## config.mk

```make
export PLATFORM = sky130hd
export DESIGN_NAME = handshake_arbiter
export DESIGN_NICKNAME = d
export VERILOG_FILES = /design/src/rtl/handshake_arb_pkg.sv /design/src/rtl/handshake_arbiter_rr_select.sv /design/src/rtl/handshake_arbiter.sv
export SDC_FILE = /design/constraint.sdc
export NUM_CORES = 1
export LEC_CHECK = 0
export BUFFER_PORTS_ARGS = -buffer_cell sky130_fd_sc_hd__buf_2
export CELL_PAD_IN_SITES_DETAIL_PLACEMENT = 0
export CELL_PAD_IN_SITES_GLOBAL_PLACEMENT = 1
export CORE_UTILIZATION = 45
export CTS_CLUSTER_SIZE = 12
export DETAILED_ROUTE_END_ITERATION = 10
export GPL_TIMING_DRIVEN = 0
export PLACE_DENSITY = 0.85
export SYNTH_ARGS = -nofsm -noshare
export SYNTH_HDL_FRONTEND = slang
export SYNTH_SLANG_ARGS = --single-unit
```

## constraint.sdc

```tcl
create_clock -name clk -period 3.66 [get_ports clk]
set_clock_uncertainty 0.1 [all_clocks]
set_input_delay 0.732 -clock clk [delete_from_list [all_inputs] [get_ports clk]]
set_output_delay 0.732 -clock clk [all_outputs]
set_load 0.005 [all_outputs]
```

## src/rtl/handshake_arb_pkg.sv

```systemverilog
// Shared types, defaults and helpers for the four-phase handshake arbiter.
package handshake_arb_pkg;

  localparam int unsigned N_DEF       = 4;
  localparam int unsigned TIMEOUT_DEF = 1000;
  localparam int unsigned CW_DEF      = 16;
  localparam int unsigned MAX_N       = 8;

  typedef enum logic [1:0] {
    ST_IDLE = 2'd0,
    ST_REQ  = 2'd1,
    ST_ACK  = 2'd2,
    ST_REL  = 2'd3
  } state_t;

  // Index of the set bit in a one-hot vector of up to MAX_N requesters.
  function automatic logic [2:0] onehot_to_idx(input logic [MAX_N-1:0] v);
    logic [2:0] idx;
    idx = '0;
    for (int i = 0; i < int'(MAX_N); i++) begin
      if (v[i]) idx = 3'(i);
    end
    return idx;
  endfunction

endpackage

```

## src/rtl/handshake_arbiter_rr_select.sv

```systemverilog
// Combinational round-robin picker: search starts just after the last winner.
module rr_select
  import handshake_arb_pkg::*;
#(
  parameter int unsigned N  = N_DEF,
  parameter int unsigned LW = (N > 1) ? $clog2(N) : 1
) (
  input  logic [N-1:0]  req,
  input  logic [LW-1:0] last,
  output logic [N-1:0]  winner,
  output logic          valid
);

  logic [LW-1:0] idx;

  always_comb begin
    winner = '0;
    valid  = 1'b0;
    idx    = '0;
    for (int unsigned i = 1; i <= N; i++) begin
      idx = LW'((32'(last) + i) % N);
      if (!valid && req[idx]) begin
        winner[idx] = 1'b1;
        valid       = 1'b1;
      end
    end
  end

endmodule

```

## src/rtl/handshake_arbiter.sv

```systemverilog
// N-way four-phase handshake arbiter in front of one shared downstream resource.
module handshake_arbiter
  import handshake_arb_pkg::*;
#(
  parameter int unsigned N       = N_DEF,
  parameter int unsigned TIMEOUT = TIMEOUT_DEF,
  parameter int unsigned CW      = CW_DEF
) (
  input  logic         clk,
  input  logic         rst,
  input  logic [N-1:0] req_in,
  output logic [N-1:0] ack_out,
  output logic         req_out,
  input  logic         ack_in,
  output logic [N-1:0] grant,
  output logic         busy,
  output logic         timeout_err
);

  localparam int unsigned LW      = (N > 1) ? $clog2(N) : 1;
  localparam logic [CW-1:0] TO_LAST = (TIMEOUT > 0) ? CW'(TIMEOUT - 1) : '0;

  state_t        state_q, state_d;
  logic [CW-1:0] cnt_q, cnt_d;
  logic [LW-1:0] last_q, last_d;
  logic [LW-1:0] owner_q, owner_d;
  logic [N-1:0]  grant_d, ack_out_d;
  logic          req_out_d, busy_d, timeout_err_d;
  logic [N-1:0]  sel_winner;
  logic          sel_valid;

  rr_select #(.N(N), .LW(LW)) u_sel (
    .req    (req_in),
    .last   (last_q),
    .winner (sel_winner),
    .valid  (sel_valid)
  );

  // State and registered outputs; reset leaves index 0 as next-highest priority.
  always_ff @(posedge clk) begin
    if (rst) begin
      state_q     <= ST_IDLE;
      cnt_q       <= '0;
      last_q      <= LW'(N - 1);
      owner_q     <= '0;
      grant       <= '0;
      ack_out     <= '0;
      req_out     <= 1'b0;
      busy        <= 1'b0;
      timeout_err <= 1'b0;
    end else begin
      state_q     <= state_d;
      cnt_q       <= cnt_d;
      last_q      <= last_d;
      owner_q     <= owner_d;
      grant       <= grant_d;
      ack_out     <= ack_out_d;
      req_out     <= req_out_d;
      busy        <= busy_d;
      timeout_err <= timeout_err_d;
    end
  end

  // Next-state and next-output logic.
  always_comb begin
    state_d       = state_q;
    cnt_d         = cnt_q;
    last_d        = last_q;
    owner_d       = owner_q;
    grant_d       = grant;
    ack_out_d     = ack_out;
    req_out_d     = req_out;
    busy_d        = busy;
    timeout_err_d = 1'b0;

    case (state_q)
      ST_IDLE: begin
        // A stale ack_in from the resource blocks any new grant.
        if (sel_valid && !ack_in) begin
          state_d   = ST_REQ;
          grant_d   = sel_winner;
          owner_d   = LW'(onehot_to_idx(MAX_N'(sel_winner)));
          req_out_d = 1'b1;
          busy_d    = 1'b1;
          cnt_d     = '0;
        end
      end

      ST_REQ: begin
        // A real ack beats a timeout landing on the same edge.
        if (ack_in) begin
          state_d   = ST_ACK;
          req_out_d = 1'b0;
          ack_out_d = grant;
          cnt_d     = '0;
        end else if ((TIMEOUT > 0) && (cnt_q == TO_LAST)) begin
          state_d       = ST_ACK;
          req_out_d     = 1'b0;
          ack_out_d     = grant;
          timeout_err_d = 1'b1;
          cnt_d         = '0;
        end else if (TIMEOUT > 0) begin
          cnt_d = cnt_q + CW'(1);
        end
      end

      ST_ACK: begin
        if (((req_in & grant) == '0) && !ack_in) begin
          state_d   = ST_REL;
          ack_out_d = '0;
          last_d    = owner_q;
        end
      end

      ST_REL: begin
        state_d = ST_IDLE;
        grant_d = '0;
        busy_d  = 1'b0;
      end

      default: begin
        state_d = ST_IDLE;
      end
    endcase
  end

endmodule

```

==> results by group, run 1 <==
STA
  • Hold slack final: 0.378 ns
  • Max-slew headroom: 54.0%
  • Total negative setup slack: 0 ns
  • Max Fclk: 365 MHz
  • Number of setup violations in the final report: 0
  • Setup WS post-layout: 0.917 ns
  • Max Slew Vio Count: 0
  • Minimum clock period after layout: ~2.7 ns
  • Period Utilization, post-route: 74.9%
  • Count of endpoints failing hold in the final timing report: 0
  • Transition time of the tightest slew-check pin: approximately 0.67 ns
  • RSZ-0062 raised after global routing: false

Power and ir drop
  • Comb power frac: 37.7%
  • Total internal power: between 800 and 900 uW
  • Net switching component of the power: roughly 460 uW
  • Power share of the sequential group: between 30% and 40%
  • Clock power frac: between 20 and 30%
  • Leakage component of the power: approximately 0.85 nW
  • Cell area power density: 587 nW/um^2
  • Worst vdd ir: between 300 and 400 uV
  • Switching Fraction: 35.6%

CTS
  • Clock insertion delay at the later pin of the skew report: 0.29 ns
  • Post-CTS setup buffer count: 0
  • Register clock-pin slew on the reported worst setup and hold paths: 0.07 ns
  • Number of H-tree branching levels: 2
  • Maximum count of clock buffers along a single path: 2
  • CTS-repair resized insts: 0
  • # hold bufs at CTS: 0
  • TritonCTS clock tree: yes
  • Number of clock sinks seen by CTS: 33
  • Clock Root Buffer: sky130_fd_sc_hd__clkbuf_8
  • CTS buffer count: 5

Logic synthesis
  • Netlist area before placement: 1970 um^2
  • Number of enable flip-flop cells after synthesis: 0
  • Seq cells post-synth: 33
  • Cell type with the largest total area after synthesis: sky130_fd_sc_hd__dfxtp_1
  • Post-synthesis async set-or-reset flop share: 0%
  • Warning count from the yosys run: 0
  • Synthesized instance count: 225
  • Count of different cell masters after synthesis: 53
  • Sequential cell area fraction in the yosys report: 33.5%
  • Arithmetic-cell share of the synthesized area counting full adders, half adders and majority gates: approximately 8.3%
  • Post-Synth Simple-Gate Area: between 20% and 30%
  • Multiplexer share of the synthesized area: 6.48%
  • Parity-gate share of the synthesized area counting xor and xnor cells: between 6 and 7%
  • Most instantiated flip-flop cell in the synthesis netlist: sky130_fd_sc_hd__dfxtp_1
  • Top cells by count, synth: 33 x sky130_fd_sc_hd__dfxtp_1, 30 x sky130_fd_sc_hd__nor2_1, 15 x sky130_fd_sc_hd__nand2_1
  • Largest family of logic cells by synthesized area: simple AND/OR/NAND/NOR gates
  • Avg Inst Size Synth: 8.76 um^2
  • Top area cells in the synthesized netlist: sky130_fd_sc_hd__dfxtp_1 34%, sky130_fd_sc_hd__ha_1 8.3%, sky130_fd_sc_hd__xnor2_1 5.8%
  • Yosys top cell area share: 33.5%
  • Cell with the most instances after synthesis: sky130_fd_sc_hd__dfxtp_1
  • Synth Area in Compound Gates: between 10% and 20%
  • Net count of the mapped netlist: 245

Critical path
  • Type of the setup path with the least slack: reg2reg
  • Critical Path RT: 3.78 ns
  • Largest fanout on the critical path: 11
  • Timing startpoint of the critical path: last_q[1]$_SDFFE_PP1P_
  • Critical path arrival: 2.86 ns
  • Critical register-to-register path startpoint: last_q[1]$_SDFFE_PP1P_
  • Critical Path End Type: flop
  • Type of origin of the critical path: flop

Placed design
  • Post-DP HPWL: between 2000 and 3000 um
  • Pre-CTS worst setup slack: 0.816 ns
  • Buffers on Ports: 14
  • Placer's final routability congestion estimate: ~0.86

Final layout
  • Antenna diode count: 0
  • Fillers: slightly below 400
  • Proportion of layout cells with a drive suffix above 1: 14.6%
  • P&R area growth vs syn: 12.6%
  • Layout Nets: approximately 270

GRT
  • Grt peak-use layer: met2
  • Antenna violations before repair: 0
  • Met1 Use GR: 23.3%
  • Met2 Use GR: 31.5%
  • Maximum number of pins on one net before global-route repair: 12
  • Via count of the first global-routing pass: 1522
  • Met3 Use GR: 4.33%
  • Tot GR Track Use: a little under a fifth
  • First-pass GRT wire length: between 6000 and 7000 um
  • Leftover overflow at the end of global routing: 0

Drt
  • Routed len/inst: 13.1 um
  • Vias per Instance: 5.58
  • Post-detailed-route DRC marker count: 0
  • Drt first pass iters: 4
  • Total wire length: 3890 um
  • Number of vias after detailed routing: 1656
  • DRC marker count from the first detailed-route iteration: 67
  • Antenna Nets Post-Route: 0

Floorplan
  • Starting utilization of the core area: a little under half
  • Number of standard-cell rows in the floorplan: 23
  • Height of the chip: between 60 and 70 um
  • Core outline area: about 4000 um^2
  • Die footprint: 4650 um^2
  • Chip Width: 68.2 um
  • Ports placed on the boundary: 18

Status
  • Result of the run: finished, final reports clean

Min path
  • Tightest Hold Check Type: reg2reg
  • Launch instance of the worst min-delay path: req_out$_SDFFE_PP0P_

Job
  • Number of maximum-capacitance constraint violations: 0
[worst paths after layout]
kind                      endpoint  slack (ns)  cells after the start
min           req_out$_SDFFE_PP0P_        0.38                      2
max reg2reg  grant[2]$_SDFFE_PP0P_        0.92                      7
max          grant[2]$_SDFFE_PP0P_        0.92                      7
min reg2reg   req_out$_SDFFE_PP0P_        0.38                      2
[cell families (layout without fill, tap and decap cells)]
| logic type | after synthesis | after routing |
|---|---|---|
| AND/OR/NAND/NOR | 97 | 97 |
| buffers and inverters | 23 | 45 |
| multiplexers | 9 | 9 |
| XOR/XNOR | 15 | 15 |
| flip-flops | 33 | 33 |
| adder cells (fa/ha/maj) | 13 | 13 |
| AO/OA/AOI/OAI | 35 | 35 |
[per-layer routing]
layer  vias to the layer above  part of all wire (%)
li1                        853                     -
met5                         -                     0
met1                       759                    48
met4                         0                   2.0
met2                        35                    46
met3                         9                   3.9
[state kept, by name (all words and copies together) (netlist names)]
| signal | cells |
|---|---|
| cnt_q | 16 |
| ack_out | 4 |
| grant | 4 |
| last_q | 2 |
| owner_q | 2 |
| state_q | 2 |
| busy | 1 |
| req_out | 1 |
| timeout_err | 1 |
[area by class of cell]
cell class                 instances  area, um^2  area share, %
tap                               50        62.6           2.82
timing repair buffer              14        70.1           3.16
inverter                          12        45.0           2.03
multi-input combinational        169        1210           54.4
clock buffer                       7        86.3           3.89
clock inverter                     1        30.0           1.35
buffer                            11        57.6           2.59
sequential                        33         661           29.8
[power by group through the flow]
stage	Combinational, mW	Sequential (mW)	Clock [mW]
global route	0.551	0.461	0.375
global placement	0.497	0.462	0
detailed placement	0.493	0.462	0
finish	0.491	0.455	0.357
CTS	0.496	0.455	0.363
floorplan	0.390	0.454	0
[cells in the final DEF, fill, tap and decap left out, types with 2 or more instances in the layout]
cell / n
sky130_fd_sc_hd__mux2i_1: 6
sky130_fd_sc_hd__nor3b_1: 2
sky130_fd_sc_hd__mux4_2: 3
sky130_fd_sc_hd__ha_1: 13
sky130_fd_sc_hd__nand4_1: 4
sky130_fd_sc_hd__nand2b_1: 2
sky130_fd_sc_hd__and3_1: 2
sky130_fd_sc_hd__clkbuf_8: 6
sky130_fd_sc_hd__nand2_1: 15
sky130_fd_sc_hd__o221ai_1: 2
sky130_fd_sc_hd__buf_2: 18
sky130_fd_sc_hd__a221oi_1: 2
sky130_fd_sc_hd__dfxtp_1: 33
sky130_fd_sc_hd__nor2b_1: 6
sky130_fd_sc_hd__inv_1: 12
sky130_fd_sc_hd__nor4_1: 9
sky130_fd_sc_hd__xnor2_1: 13
sky130_fd_sc_hd__a21oi_1: 8
sky130_fd_sc_hd__clkbuf_1: 6
sky130_fd_sc_hd__nand3b_1: 4
sky130_fd_sc_hd__nor3_1: 5
sky130_fd_sc_hd__o21ai_0: 3
sky130_fd_sc_hd__nand3_1: 8
sky130_fd_sc_hd__nor4b_1: 2
sky130_fd_sc_hd__xor2_1: 2
sky130_fd_sc_hd__a211o_1: 3
sky130_fd_sc_hd__nor2_1: 30
[critical path: stages (launching register included)]
cell and delay [ns]:
sky130_fd_sc_hd__dfxtp_1 0.56, sky130_fd_sc_hd__inv_1 0.17, sky130_fd_sc_hd__ha_1 0.34, sky130_fd_sc_hd__mux4_2 0.39
sky130_fd_sc_hd__or3b_4 0.42, sky130_fd_sc_hd__o221a_1 0.29, sky130_fd_sc_hd__a211o_1 0.28, sky130_fd_sc_hd__a21oi_2 0.12
[per-stage QoR]
stage	total power, mW	cells	instance area, um^2	utilization (%)
after floorplan	0.844	225	1970	-
after global placement	0.959	289	2100	51.1
after detailed placement	0.956	289	2100	51.1
after CTS	1.31	297	2220	53.9
after global routing	1.39	297	2220	53.9
final	1.30	297	2220	53.9
Note: power is estimated with default switching activity, not from simulation.
==> run 2: changes to the inputs <==
--- a/config.mk
+++ b/config.mk
@@ -8,11 +8,11 @@
 export BUFFER_PORTS_ARGS = -buffer_cell sky130_fd_sc_hd__buf_2
 export CELL_PAD_IN_SITES_DETAIL_PLACEMENT = 0
 export CELL_PAD_IN_SITES_GLOBAL_PLACEMENT = 1
-export CORE_UTILIZATION = 45
+export CORE_UTILIZATION = 40
 export CTS_CLUSTER_SIZE = 12
 export DETAILED_ROUTE_END_ITERATION = 10
 export GPL_TIMING_DRIVEN = 0
-export PLACE_DENSITY = 0.85
+export PLACE_DENSITY = 0.8
 export SYNTH_ARGS = -nofsm -noshare
 export SYNTH_HDL_FRONTEND = slang
 export SYNTH_SLANG_ARGS = --single-unit
==> constraint.sdc (replaced) <==
create_clock -name clk -period 2.45 [get_ports clk]
set_clock_uncertainty 0.1 [all_clocks]
set_input_delay 0.49 -clock clk [delete_from_list [all_inputs] [get_ports clk]]
set_output_delay 0.49 -clock clk [all_outputs]
set_load 0.005 [all_outputs]
==> run 2 against run 1 <==
Against the previous run:
- core utilization down 4.7 points
- worst hold slack got worse by 0.019 ns
- flip-flop and latch count is the same
- final cell count is 9.1% higher
- count of clock-buffer cells in the layout unchanged
- non-clock buffer count is 11 higher
- routed wire length rose by 8.7%
- highest routed layer unchanged
==> results by group, run 2 (same netlist as run 1, synthesis figures left out) <==
Drt
  • Antenna Nets Post-Route: 0 (unchanged)
  • Number of vias after detailed routing: 1697 (+2.5%)
  • Drt first pass iters: 4 (unchanged)
  • Total wire length: 4230 um (+8.7%)
  • Routed len/inst: 13.1 um (-0.35%)
  • DRC marker count from the first detailed-route iteration: 76 (+13%)
  • Vias per Instance: 5.24 (-6.1%)
  • Post-detailed-route DRC marker count: 0 (unchanged)

STA
  • Total negative setup slack: 0 ns (unchanged)
  • Period Utilization, post-route: 97.7% (+23 points)
  • Max Fclk: 418 MHz (+15%)
  • Minimum clock period after layout: 2.39 ns (-0.350 ns)
  • Number of setup violations in the final report: 0 (unchanged)
  • RSZ-0062 raised after global routing: true
  • Transition time of the tightest slew-check pin: 0.591 ns (-0.0809 ns)
  • Max-slew headroom: 60.6% (+6.6 points)
  • Count of endpoints failing hold in the final timing report: 0 (unchanged)
  • Max Slew Vio Count: 0 (unchanged)

Power and ir drop
  • Net switching component of the power: 718 uW (+55%)
  • Worst vdd ir: 421 uV (+26%)
  • Leakage component of the power: 0.863 nW (+1.6%)
  • Clock power frac: 21.6% (-5.8 points)
  • Switching Fraction: 37.5% (+1.9 points)
  • Comb power frac: 42.8% (+5.1 points)
  • Power share of the sequential group: 35.5% (+0.6 points)
  • Cell area power density: 823 nW/um^2 (+40%)
  • Overall power after layout: 1.91 mW (+47%)
  • Total internal power: 1.20 mW (+43%)

Floorplan
  • Core outline area: 4720 um^2 (+15%)
  • Height of the chip: 72.2 um (+5.9%)
  • Chip Width: 72.2 um (+5.9%)
  • Starting utilization of the core area: 41.7% (-6.2 points)
  • Ports placed on the boundary: 18 (unchanged)
  • Die footprint: 5210 um^2 (+12%)
  • Number of standard-cell rows in the floorplan: 25 (+8.7%)

CTS
  • Clock Root Buffer: sky130_fd_sc_hd__clkbuf_8
  • Clock insertion delay at the later pin of the skew report: 0.28 ns (about the same)
  • CTS buffer count: 5 (unchanged)
  • TritonCTS clock tree: yes
  • Maximum count of clock buffers along a single path: 2 (unchanged)
  • Register clock-pin slew on the reported worst setup and hold paths: 0.07 ns (about the same)
  • Number of H-tree branching levels: 2 (unchanged)
  • Number of clock sinks seen by CTS: 33 (unchanged)
  • # hold bufs at CTS: 0 (unchanged)

Final layout
  • Layout Nets: 277 (+4.1%)
  • Most used cells in the layout excluding fill and tap cells: 31 x sky130_fd_sc_hd__dfxtp_1, 30 x sky130_fd_sc_hd__nor2_1, 19 x sky130_fd_sc_hd__buf_2
  • Final standard cell utilization of the core: 49.2% (-4.7 points)
  • Fin cells: 324 (+9.1%)
  • Flip-flop and latch area: 668 um^2 (+1.1%)
  • P&R area growth vs syn: 18.0%
  • Top flop regs: cnt_q x16, ack_out x4, grant x4
  • Multi-input combinational cell area: 1230 um^2 (+2.2%)
  • Antenna diode count: 0 (unchanged)
  • Most common cell after layout, fill and taps aside: sky130_fd_sc_hd__dfxtp_1
  • Proportion of layout cells with a drive suffix above 1: 20.6% (+6.0 points)
  • Fillers: 454 (+16%)
  • Reg with most FFs: cnt_q
  • Max FFs per register: 16 (unchanged)

GRT
  • Maximum number of pins on one net before global-route repair: 12 (unchanged)
  • Antenna violations before repair: 0 (unchanged)
  • Leftover overflow at the end of global routing: 0 (unchanged)
  • Via count of the first global-routing pass: 1611 (+5.8%)
  • Tot GR Track Use: 17.7% (-1.2 points)
  • First-pass GRT wire length: 7200 um (+9.3%)

Min path
  • Tightest Hold Check Type: reg2reg

Critical path
  • Worst reg-to-reg setup slack: 0.06 ns (-0.86 ns)
  • Type of origin of the critical path: flop
  • Critical path arrival: 2.50 ns (-0.36 ns)
  • Largest fanout on the critical path: 6 (-5)
  • Critical Path RT: 2.56 ns (-1.22 ns)
  • Type of the setup path with the least slack: reg2reg
  • Critical Path End Type: flop

Job
  • Number of maximum-capacitance constraint violations: 0 (unchanged)

Placed design
  • Inst Count DP: 306 (+5.9%)
  • Post-DP HPWL: 2940 um (+2.3%)
  • Placer's final routability congestion estimate: 0.811 (-5.8%)
  • Buffers on Ports: 14 (unchanged)

Status
  • Result of the run: finished, final reports clean
-- run 2: changes by cell type in the layout (fill, tap and decap cells not counted), sizes merged --
| cell | before | now |
|---|---|---|
| inv | 12 | 10 |
| clkinvlp | 0 | 2 |
| clkbuf | 12 | 13 |
| bufinv | 1 | 0 |
| buf | 20 | 30 |
-- run 2: critical path, cell delays in order, from the launching register on --
cell	delay, ns
sky130_fd_sc_hd__dfxtp_4	0.39
sky130_fd_sc_hd__clkinvlp_4	0.14
sky130_fd_sc_hd__ha_4	0.29
sky130_fd_sc_hd__mux4_2	0.31
sky130_fd_sc_hd__or3b_4	0.41
sky130_fd_sc_hd__o221a_1	0.29
sky130_fd_sc_hd__a211o_1	0.28
sky130_fd_sc_hd__a21oi_2	0.13
-- run 2: cell type report --
cell class	count	area share [%]
multi-input combinational	169	53.0
sequential	33	28.7
timing repair buffer	26	6.67
clock buffer	7	3.71
inverter	12	2.26
tap	67	3.60
buffer	10	1.99
-- run 2: repair_timing --
item	CTS	global route
pin swaps	0	1
buffers inserted	2	10
gates resized for setup	3	4
cloned	0	0
setup endpoints to repair	5	3
-- run 2: final timing paths --
| check | end | depth (start not counted) | start |
|---|---|---|---|
| worst max register to register | grant[2]$_SDFFE_PP0P_ | 7 | last_q[1]$_SDFFE_PP1P_ |
| worst max-delay path | grant[2]$_SDFFE_PP0P_ | 7 | last_q[1]$_SDFFE_PP1P_ |
| worst min-delay path | req_out$_SDFFE_PP0P_ | 2 | req_out$_SDFFE_PP0P_ |
| worst min register to register | req_out$_SDFFE_PP0P_ | 2 | req_out$_SDFFE_PP0P_ |
-- run 2: power by group through the flow --
stage,combinational (mW),clock (mW),sequential (mW)
6_report,0.821,0.414,0.681
3_5_place_dp,0.754,0,0.690
4_1_cts,0.758,0.430,0.689
2_1_floorplan,0.589,0,0.680
5_1_grt,0.924,0.456,0.693
3_3_place_gp,0.753,0,0.691
-- run 2: per-layer routing --
layer / GRT usage (%) / vias up / part of all wire [%]
met3: 4.44 / 7 / 2.5
met5: 0 / - / 0
li1: - / 876 / -
met1: 22.3 / 783 / 49
met2: 29.1 / 31 / 47
met4: 6.54 / 0 / 1.4
-- run 2: per-stage QoR --
| step | hold WS, ns | worst slack, ns | cell area [um^2] |
|---|---|---|---|
| final | 0.359 | 0.0574 | 2330 |
| after global routing | 0.385 | -0.0313 | 2330 |
| after CTS | 0.367 | 0.0115 | 2240 |
| after detailed placement | 0.359 | -0.163 | 2140 |
| after global placement | 0.350 | -0.157 | 2140 |
| after floorplan | 0.350 | 0.00646 | 1990 |
